File: config.mk
export PLATFORM = sky130hd
export DESIGN_NAME = regfile_preloader
export DESIGN_NICKNAME = d
export VERILOG_FILES = /design/src/rtl/regfile_preloader.sv
export SDC_FILE = /design/constraint.sdc
export NUM_CORES = 1
export LEC_CHECK = 0
export CAP_MARGIN = 5
export CORE_MARGIN = 3
export CORE_UTILIZATION = 40
export DETAILED_ROUTE_END_ITERATION = 6
export GPL_TIMING_DRIVEN = 0
export PLACE_DENSITY_LB_ADDON = 0.3
export SYNTH_ARGS = -nofsm -noshare
export SYNTH_HDL_FRONTEND = slang
export SYNTH_SLANG_ARGS = --single-unit
File: constraint.sdc
create_clock -name clock -period 3.03 [get_ports clock]
set_clock_uncertainty 0.1 [all_clocks]
set_input_delay 0.606 -clock clock [delete_from_list [all_inputs] [get_ports clock]]
set_output_delay 0.606 -clock clock [all_outputs]
set_load 0.01 [all_outputs]
File: src/rtl/regfile_preloader.sv
// Preloads the regfile from a host stream, runs the CPU for a set cycle count, then freezes it.
// Latency: preload and CPU writes reach rf_* combinationally; in_ready is high only in LOAD.
module regfile_preloader #(
  parameter  int CYC_W = 10,
  parameter  int NREG  = 32,
  localparam int IDX_W = $clog2(NREG)
) (
  input  logic              clock,
  input  logic              reset,
  input  logic              in_valid,
  output logic              in_ready,
  input  logic [IDX_W-1:0]  in_addr,
  input  logic [31:0]       in_data,
  input  logic              in_last,
  input  logic [CYC_W-1:0]  num_cycles,
  input  logic              cpu_we,
  input  logic [IDX_W-1:0]  cpu_rd,
  input  logic [31:0]       cpu_wdata,
  output logic              rf_we,
  output logic [IDX_W-1:0]  rf_rd,
  output logic [31:0]       rf_wdata,
  output logic              cpu_hold,
  output logic              running,
  output logic              done,
  output logic [5:0]        load_count,
  output logic              zero_write_err
);

  typedef enum logic [1:0] {
    S_LOAD,
    S_RUN,
    S_DONE
  } state_t;

  localparam logic [5:0] LCNT_MAX = 6'd63;

  state_t           state_q, state_d;
  logic [CYC_W-1:0] cnt_q, cnt_d;
  logic [CYC_W-1:0] limit_q, limit_d;
  logic [5:0]       lcnt_q, lcnt_d;
  logic             zerr_q, zerr_d;
  logic             accept;
  logic             last_run_cyc;

  assign last_run_cyc   = (cnt_q == (limit_q - CYC_W'(1)));
  assign load_count     = lcnt_q;
  assign zero_write_err = zerr_q;

  always_ff @(posedge clock) begin
    if (reset) begin
      state_q <= S_LOAD;
      cnt_q   <= '0;
      limit_q <= '0;
      lcnt_q  <= '0;
      zerr_q  <= 1'b0;
    end else begin
      state_q <= state_d;
      cnt_q   <= cnt_d;
      limit_q <= limit_d;
      lcnt_q  <= lcnt_d;
      zerr_q  <= zerr_d;
    end
  end

  always_comb begin
    state_d  = state_q;
    cnt_d    = cnt_q;
    limit_d  = limit_q;
    lcnt_d   = lcnt_q;
    zerr_d   = zerr_q;
    accept   = 1'b0;
    in_ready = 1'b0;
    cpu_hold = 1'b1;
    running  = 1'b0;
    done     = 1'b0;
    rf_we    = 1'b0;
    rf_rd    = '0;
    rf_wdata = '0;

    case (state_q)
      S_LOAD: begin
        in_ready = 1'b1;
        accept   = in_valid;
        rf_rd    = in_addr;
        rf_wdata = in_data;
        if (accept) begin
          // r0 is architecturally zero: flag the attempt but never write it
          if (in_addr == '0) begin
            zerr_d = 1'b1;
          end else begin
            rf_we = 1'b1;
            if (lcnt_q != LCNT_MAX) lcnt_d = lcnt_q + 6'd1;
          end
          if (in_last) begin
            limit_d = num_cycles;
            cnt_d   = '0;
            state_d = (num_cycles == '0) ? S_DONE : S_RUN;
          end
        end
      end

      S_RUN: begin
        cpu_hold = 1'b0;
        running  = 1'b1;
        rf_we    = cpu_we;
        rf_rd    = cpu_rd;
        rf_wdata = cpu_wdata;
        cnt_d    = cnt_q + CYC_W'(1);
        // limit is never zero here, so limit-1 cannot underflow and cnt never wraps
        if (last_run_cyc) state_d = S_DONE;
      end

      S_DONE: begin
        done = 1'b1;
      end

      default: begin
        state_d = S_LOAD;
      end
    endcase
  end

endmodule

==> results of run 1 <==
==> worst register-to-register path, stage by stage, from the launching register on <==
cell and delay [ns]:
dfxtp_1 0.34, inv_1 0.07, ha_1 0.23, nor2b_1 0.37, a21oi_1 0.13, o31ai_1 0.27
o211a_1 0.24, a41o_1 0.17
==> logic make-up after synthesis <==
family | Yosys count
multiplexers | 38
XOR/XNOR | 24
AND/OR/NAND/NOR | 128
adder cells (fa/ha/maj) | 3
AO/OA/AOI/OAI | 35
buffers and inverters | 22
flip-flops | 29
==> layer usage <==
metal / vias to the layer above / share of wire
li1: 1251 / -
met1: 1141 / 0.40
met2: 77 / 0.49
met3: 22 / 0.074
met4: 0 / 0.035
met5: - / 0
==> power groups by stage <==
stage / registers [mW] / clock network, mW / logic [mW]
2_1_floorplan: 0.414 / 0 / 0.189
3_3_place_gp: 0.415 / 0 / 0.437
3_5_place_dp: 0.416 / 0 / 0.443
4_1_cts: 0.408 / 0.328 / 0.446
5_1_grt: 0.410 / 0.343 / 0.477
6_report: 0.408 / 0.319 / 0.444
==> flip-flops by register name, summed over array words and instances (netlist names) <==
register	cells
cnt_q	10
limit_q	10
load_count	6
state_q	2
zero_write_err	1
==> area by class of cell <==
| type | instances | area, sq um |
|---|---|---|
| Fill cell | 419 | 1470 |
| Multi-Input combinational cell | 228 | 1540 |
| Sequential cell | 29 | 581 |
| Buffer | 17 | 78.8 |
| Tap cell | 70 | 87.6 |
| Timing Repair Buffer | 138 | 1380 |
| Clock buffer | 7 | 86.3 |
| Inverter | 5 | 18.8 |
==> Yosys cell counts (all sizes together) <==
master	n
nand2b	1
or4	3
nand3	10
mux2i	38
and3	3
xnor2	12
o21ai	3
and4	1
o21ba	1
nor4b	4
a41oi	1
nor3b	2
inv	5
clkbuf	10
xor2	12
nor4	3
dfxtp	29
a31oi	2
o211ai	1
o31ai	1
a41o	1
o211a	1
nand2	29
nand3b	1
nor2	63
ha	3
nand4	1
o2111ai	1
a211oi	3
nor3	4
a22oi	1
buf	7
nand4bb	1
nor2b	2
a211o	1
a21oi	18
==> worst max path at each step <==
| stage | start | endpoint | slack (ns) | depth (start not counted) |
|---|---|---|---|---|
| 6_report | in_addr[1] | rf_we | 0.07 | 7 |
| 3_3_place_gp | in_addr[0] | rf_we | -0.29 | 7 |
| 2_1_floorplan | in_addr[0] | rf_we | 0.71 | 5 |
| 4_1_cts | in_addr[1] | rf_we | 0.02 | 7 |
| 5_1_grt | state_q[1] | rf_wdata[30] | 0.0006 | 5 |
| 3_5_place_dp | in_addr[1] | rf_we | -0.31 | 7 |
==> what timing repair did <==
action / in CTS / in global routing
cloned: 0 / 0
buffers inserted: 1 / 0
setup endpoints to repair: 1 / 2
pin swaps: 1 / 0
hold buffers: 0 / 0
gates resized for setup: 1 / 2
==> cells in the final DEF, fill, tap and decap left out, drive strengths merged, types with 10 or more instances in the layout <==
master / netlist / routed
clkdlybuf4s50: 0 / 136
nor2: 63 / 63
mux2i: 38 / 38
nand2: 29 / 29
dfxtp: 29 / 29
a21oi: 18 / 18
clkbuf: 10 / 16
xnor2: 12 / 12
xor2: 12 / 12
nand3: 10 / 10
==> metrics by stage <==
stage	TNS, ns	std cells	instance area, sq um	total power [mW]
6_report	0	494	3770	1.17
4_1_cts	0	494	3770	1.18
5_1_grt	0	494	3770	1.23
3_5_place_dp	-0.313	486	3670	0.859
2_1_floorplan	0	279	2220	0.603
3_3_place_gp	-0.294	486	3670	0.852
==> reports/metrics.csv, run 1 <==
metric,value,unit
I/O Buffers,137,
R2R depth,7,
Sw Ratio,0.286,
final core utilization,0.720,
final worst path period share,0.978,
WP buf/inv,2,
f_max,338,MHz
vias per std cell,5.04,
largest net degree at the start of global routing,11,
"Slowest-stage cell, CP",or4_4,
Yosys reg bits,29,
met1 Track Usage GR,0.244,
met3 Use GR,0.0886,
WS Path Type,input port to primary output,
DR pass1 iterations,4,
status,completed,
busiest layer in global routing,met2,
Critical R2R Launch,limit_q[0],
Max transition margin,0.669,
Starting DRT DRC Count,89,
met2 Resource Use GR,0.372,
Hold Path Class,flip-flop to flip-flop,
max incr delay on CP,0.54,ns
adder-cell share of the synthesized area,0.0169,
Sequential Power Share,0.348,
core area,5240,sq um
GRT Overall Usage,0.222,
cell count after synthesis,279,
Nets,516,
yosys warns,0,
root buffer cell,clkbuf_8,
hold endpoint,limit_q[9],
global-route wire length before repair,11000,microns
post-detail-place hpwl,6070,microns
Power Density,311,nW/um^2
internal power,0.836,mW
startpoint class of the critical path,input port,
Final min period,2.96,ns
Starting Density,0.423,
clock sinks,29,
largest family of logic cells by synthesized area,simple AND/OR/NAND/NOR gates,
Cell variety after synth,45,
DRC,0,
Clock transition at path regs,0.06,ns
Static Leak,1.42,nW
share of the synthesized area in the top cell type,0.262,
Crit path max-delay family,simple AND/OR/NAND/NOR gates,
worst path cell trace,clkdlybuf4s50_1 -> or4_4 -> nor2_4 -> nor3b_1 -> a21oi_1 -> nor2_1 -> dlygate4sd2_1,
full die area,6470,sq um
sequential fraction of the synthesis area,0.262,
vias in the first global route,2398,
Row Count,26,
initial antenna violation count,0,
Clk pwr share,0.273,
RR Endpoint,state_q[1],
syn_area_per_cell,7.94,sq um
RSZ-0062 raised after global routing,no,
Mapped Nets,371,
post-route ant nets,0,
routed len/inst,14.9,microns
Synth Area in XOR/XNOR,0.0949,
"Cell Area, Synth",2220,sq um
CTS Buf Count,5,
die width,80.4,microns
Final Hold Viols,0,
CTS tree,done,
Reg2Reg Setup Slack,1.05,ns
RD Place Congestion,0.785,
"Clk Latency, worst-skew pair",0.28,ns
Routed WL,7370,microns
simple-gate share of the synthesized area,0.304,
grt total ovfl,0,
Final Worst Setup Slack,0.0676,ns
antenna diode count,0,
hold slack,0.369,ns
"worst slack, placed",-0.313,ns
Die Ht,80.4,microns
Synth area leaders,"dfxtp_1 26%, mux2i_1 17%, nor2_1 10%",
clk buf depth,2,
Layout Area Growth over Synthesis,70.2,%
biggest area consumer among synthesized cells,dfxtp_1,
Slew @ Worst Pin,0.497,ns
mux cell area share after synthesis,0.172,
Final Max Slew Viols,0,
sw power,0.335,mW
Hold Crit Depth,2,
H-tree depth,2,
"Req. time, crit path",2.32,ns
total vias in the final route,2491,
I/O pins,138,
HP Start,limit_q[9],
Max Cap Viol,0,
VDD IR max,186,uV
combinational share of power,0.379,
CP Max Fanout,2,
endpoint type of the worst setup path,primary output,
Synth Area in Compound Gates,0.106,
arrival time worst endpoint,2.26,ns
layout cell share with drive strength beyond 1,0.0731,
Final Setup Violations,0,
No activity file was read; power rests on OpenSTA's default activity.
==> run 2: changes to the inputs <==
--- a/config.mk
+++ b/config.mk
@@ -6,11 +6,12 @@
 export NUM_CORES = 1
 export LEC_CHECK = 0
 export CAP_MARGIN = 5
-export CORE_MARGIN = 3
+export CORE_MARGIN = 2
 export CORE_UTILIZATION = 40
 export DETAILED_ROUTE_END_ITERATION = 6
 export GPL_TIMING_DRIVEN = 0
 export PLACE_DENSITY_LB_ADDON = 0.3
+export SLEW_MARGIN = 20
 export SYNTH_ARGS = -nofsm -noshare
 export SYNTH_HDL_FRONTEND = slang
 export SYNTH_SLANG_ARGS = --single-unit
==> reports/metrics.csv, run 2 (synthesis gave the netlist of run 1 again) <==
metric,value,unit
clk buf depth,2,
max incr delay on CP,0.56,ns
grt total ovfl,0,
RSZ-0062 raised after global routing,no,
DR pass1 iterations,4,
Starting DRT DRC Count,78,
worst path cell trace,clkdlybuf4s50_1 -> or4_4 -> nor2_4 -> nor3b_1 -> a21oi_1 -> nor2_1 -> clkdlybuf4s15_1,
Final Max Slew Viols,0,
WS Path Type,input port to primary output,
"Slowest-stage cell, CP",or4_4,
Layout Area Growth over Synthesis,71.1,%
Final Setup Violations,0,
Static Leak,1.43,nW
status,completed,
VDD IR max,179,uV
Max transition margin,0.659,
Die Ht,78.4,microns
"Clk Latency, worst-skew pair",0.29,ns
startpoint class of the critical path,input port,
"Req. time, crit path",2.32,ns
full die area,6150,sq um
f_max,340,MHz
routed len/inst,14.6,microns
Starting Density,0.407,
hold slack,0.372,ns
Clock transition at path regs,0.06,ns
core area,5440,sq um
CTS Buf Count,5,
endpoint type of the worst setup path,primary output,
Crit path max-delay family,simple AND/OR/NAND/NOR gates,
DRC,0,
Slew @ Worst Pin,0.512,ns
WP buf/inv,2,
Final min period,2.94,ns
final worst path period share,0.972,
CTS tree,done,
# fillers,468,
antenna diode count,0,
root buffer cell,clkbuf_8,
post-route ant nets,0,
initial antenna violation count,0,
Power Density,318,nW/um^2
Max Cap Viol,0,
post-layout power,1.21,mW
Row Count,27,
layout cell share with drive strength beyond 1,0.0800,
clock sinks,29,
post-detail-place hpwl,5980,microns
hold-fix buffers at CTS,0,
RD Place Congestion,0.813,
vias per std cell,4.97,
largest net degree at the start of global routing,11,
Routed WL,7270,microns
most frequent cells in the layout,"136 x clkdlybuf4s50_1, 61 x nor2_1, 38 x mux2i_1, 29 x nand2_1, 29 x dfxtp_1",
vias in the first global route,2497,
I/O Buffers,137,
H-tree depth,2,
GRT Overall Usage,0.234,
die width,78.4,microns
Nets,516,
Hold Path Class,flip-flop to flip-flop,
total vias in the final route,2469,
"commonest non-fill, non-tap cell in the layout",clkdlybuf4s50_1,
arrival time worst endpoint,2.24,ns
CP Max Fanout,2,
Final Hold Viols,0,
I/O pins,138,
global-route wire length before repair,11500,microns
==> run 2: path summary, 6_finish.rpt <==
kind | from | endpoint | slack (ns) | depth (start not counted)
max | in_addr[0] | rf_we | 0.09 | 7
min | limit_q[9] | limit_q[9] | 0.37 | 2
max reg2reg | limit_q[0] | state_q[1] | 1.03 | 7
min reg2reg | limit_q[9] | limit_q[9] | 0.37 | 2
==> run 2: repair_timing <==
item / CTS / global route
pin swaps: 1 / 0
endpoints found under the setup margin: 1 / 7
buffers inserted: 1 / 0
gates resized for setup: 1 / 4
cloned: 0 / 0
==> run 2: per-layer routing <==
layer / up-vias / part of all wire / GRT usage / wire length [microns]
met5: - / 0 / 0 / 0
met2: 78 / 0.53 / 0.431 / 3880
li1: 1252 / - / - / -
met1: 1126 / 0.38 / 0.255 / 2790
met3: 13 / 0.064 / 0.0724 / 463
met4: 0 / 0.019 / 0.0737 / 138
==> run 2: worst register-to-register path: cells and delay by family, from the launching register on <==
family | cells | cell delay [ns]
AND/OR/NAND/NOR | 1 | 0.38
adder cells (fa/ha/maj) | 1 | 0.24
buffers and inverters | 1 | 0.07
flip-flops | 1 | 0.36
AO/OA/AOI/OAI | 4 | 0.73
==> run 2: final cells by class <==
type	instances	area, sq um	share of cell area
plain buffers	17	80.1	0.0211
clock buffers	7	96.3	0.0254
clock inverters	1	5.00	0.00132
multi-input cells	228	1540	0.407
well taps	72	90.1	0.0238
repair buffers	138	1380	0.364
inverters	5	18.8	0.00495
flip-flops and latches	29	581	0.153
==> run 2: metrics by stage <==
stage,instance area (sq um),utilization,instances,worst slack (ns),TNS (ns)
2_1_floorplan,2220,-,279,0.709,0
3_3_place_gp,3680,0.676,488,-0.296,-0.296
3_5_place_dp,3680,0.676,488,-0.318,-0.318
4_1_cts,3780,0.696,497,0.00611,0
5_1_grt,3790,0.697,497,0.0268,0
6_report,3790,0.697,497,0.0856,0
==> run 2: power breakdown <==
group,internal [mW],switching (mW)
registers,0.393,0.0143
logic,0.263,0.181
clock network,0.205,0.150
==> run 3: changes to the inputs <==
--- a/config.mk
+++ b/config.mk
@@ -9,7 +9,6 @@
 export CORE_MARGIN = 2
 export CORE_UTILIZATION = 40
 export DETAILED_ROUTE_END_ITERATION = 6
-export GPL_TIMING_DRIVEN = 0
 export PLACE_DENSITY_LB_ADDON = 0.3
 export SLEW_MARGIN = 20
 export SYNTH_ARGS = -nofsm -noshare
==> reports/metrics.csv, run 3 (synthesis gave the netlist of run 1 again) <==
metric,value,unit
final worst path period share,0.944,
Final Setup Violations,0,
post-route ant nets,0,
Nets,506,
post-detail-place hpwl,5740,microns
vias in the first global route,2346,
status,completed,
WS Path Type,input port to primary output,
Slew @ Worst Pin,0.708,ns
RD Place Congestion,0.769,
"Cell Area, Placed",3670,sq um
Layout Area Growth over Synthesis,69.2,%
full die area,6150,sq um
I/O pins,138,
Final min period,2.86,ns
clk buf depth,2,
total vias in the final route,2424,
Final Cell Area,3750,sq um
core area,5440,sq um
Die Ht,78.4,microns
Reg2Reg Setup Slack,1.01,ns
grt total ovfl,0,
root buffer cell,clkbuf_8,
global-route wire length before repair,10600,microns
Max Cap Viol,0,
H-tree depth,2,
Final Max Slew Viols,0,
layout cell share with drive strength beyond 1,0.0771,
endpoint type of the worst setup path,primary output,
initial antenna violation count,0,
postcts setup bufs,0,
"worst slack, placed",-0.204,ns
Clock transition at path regs,0.06,ns
DRC,0,
"Clk Latency, worst-skew pair",0.28,ns
Max transition margin,0.528,
CTS tree,done,
post_cts resized,1,
startpoint class of the critical path,input port,
Routed WL,7020,microns
DR pass1 iterations,4,
die width,78.4,microns
most frequent cells in the layout,"136 x clkdlybuf4s50_1, 61 x nor2_1, 38 x mux2i_1, 29 x nand2_1, 27 x dfxtp_1",
antenna diode count,0,
Static Leak,1.41,nW
Final Worst Setup Slack,0.170,ns
CP Max Fanout,2,
Starting DRT DRC Count,48,
Row Count,27,
CTS Buf Count,5,
I/O Buffers,137,
"commonest non-fill, non-tap cell in the layout",clkdlybuf4s50_1,
VDD IR max,198,uV
GRT Overall Usage,0.219,
Final Hold Viols,0,
clock sinks,29,
arrival time worst endpoint,2.15,ns
"Req. time, crit path",2.32,ns
f_max,350,MHz
Starting Density,0.407,
vias per std cell,4.98,
routed len/inst,14.4,microns
Power Density,308,nW/um^2
RSZ-0062 raised after global routing,no,
hold-fix buffers at CTS,0,
Hold Path Class,flip-flop to flip-flop,
largest net degree at the start of global routing,37,
## run 3: cell types whose count changed in the layout (fill, tap and decap cells not counted), moves of 2 or more
cell	delta
buf_4	+6
dfxtp_1	-2
dfxtp_2	+2
clkbuf_1	-6
clkbuf_8	-2
buf_2	-6
## run 3: final cells by class
cell class | instances | area (sq um)
clock buffer | 8 | 80.1
fill | 452 | 1690
inverter | 5 | 18.8
multi-input combinational | 228 | 1540
sequential | 29 | 583
tap | 72 | 90.1
timing repair buffer | 145 | 1440
## run 3: critical path, cell delays in order
cell and delay [ns]:
clkdlybuf4s50_1 0.43, or4_1 0.58, nor2_4 0.11, nor3b_1 0.07, a21oi_1 0.14, nor2_1 0.05
clkbuf_2 0.17
## run 3: per-stage QoR
stage | util | power, mW | TNS (ns) | cells | hold WS (ns)
after floorplan | - | 0.603 | 0 | 279 | 0.348
after global placement | 0.675 | 0.853 | -0.206 | 479 | 0.354
after detailed placement | 0.675 | 0.861 | -0.204 | 479 | 0.372
after CTS | 0.690 | 1.16 | 0 | 487 | 0.381
after global routing | 0.689 | 1.21 | 0 | 487 | 0.414
final | 0.689 | 1.15 | 0 | 487 | 0.384
## run 3: final timing paths
kind / from / depth (start not counted) / end
max: in_addr[0] / 7 / rf_we
min: limit_q[9] / 2 / limit_q[9]
max reg2reg: limit_q[0] / 7 / state_q[1]
min reg2reg: limit_q[9] / 2 / limit_q[9]
## run 3: routing by layer
layer | GRT usage | vias to the layer above | share of wire
met5 | 0 | - | 0
met4 | 0.0368 | 0 | 0.0051
met3 | 0.0805 | 5 | 0.064
met2 | 0.427 | 72 | 0.54
met1 | 0.224 | 1114 | 0.39
li1 | - | 1233 | -
## run 3: report_power, final
part / internal (mW) / switching, mW
logic: 0.265 / 0.170
clock network: 0.163 / 0.142
registers: 0.394 / 0.0218
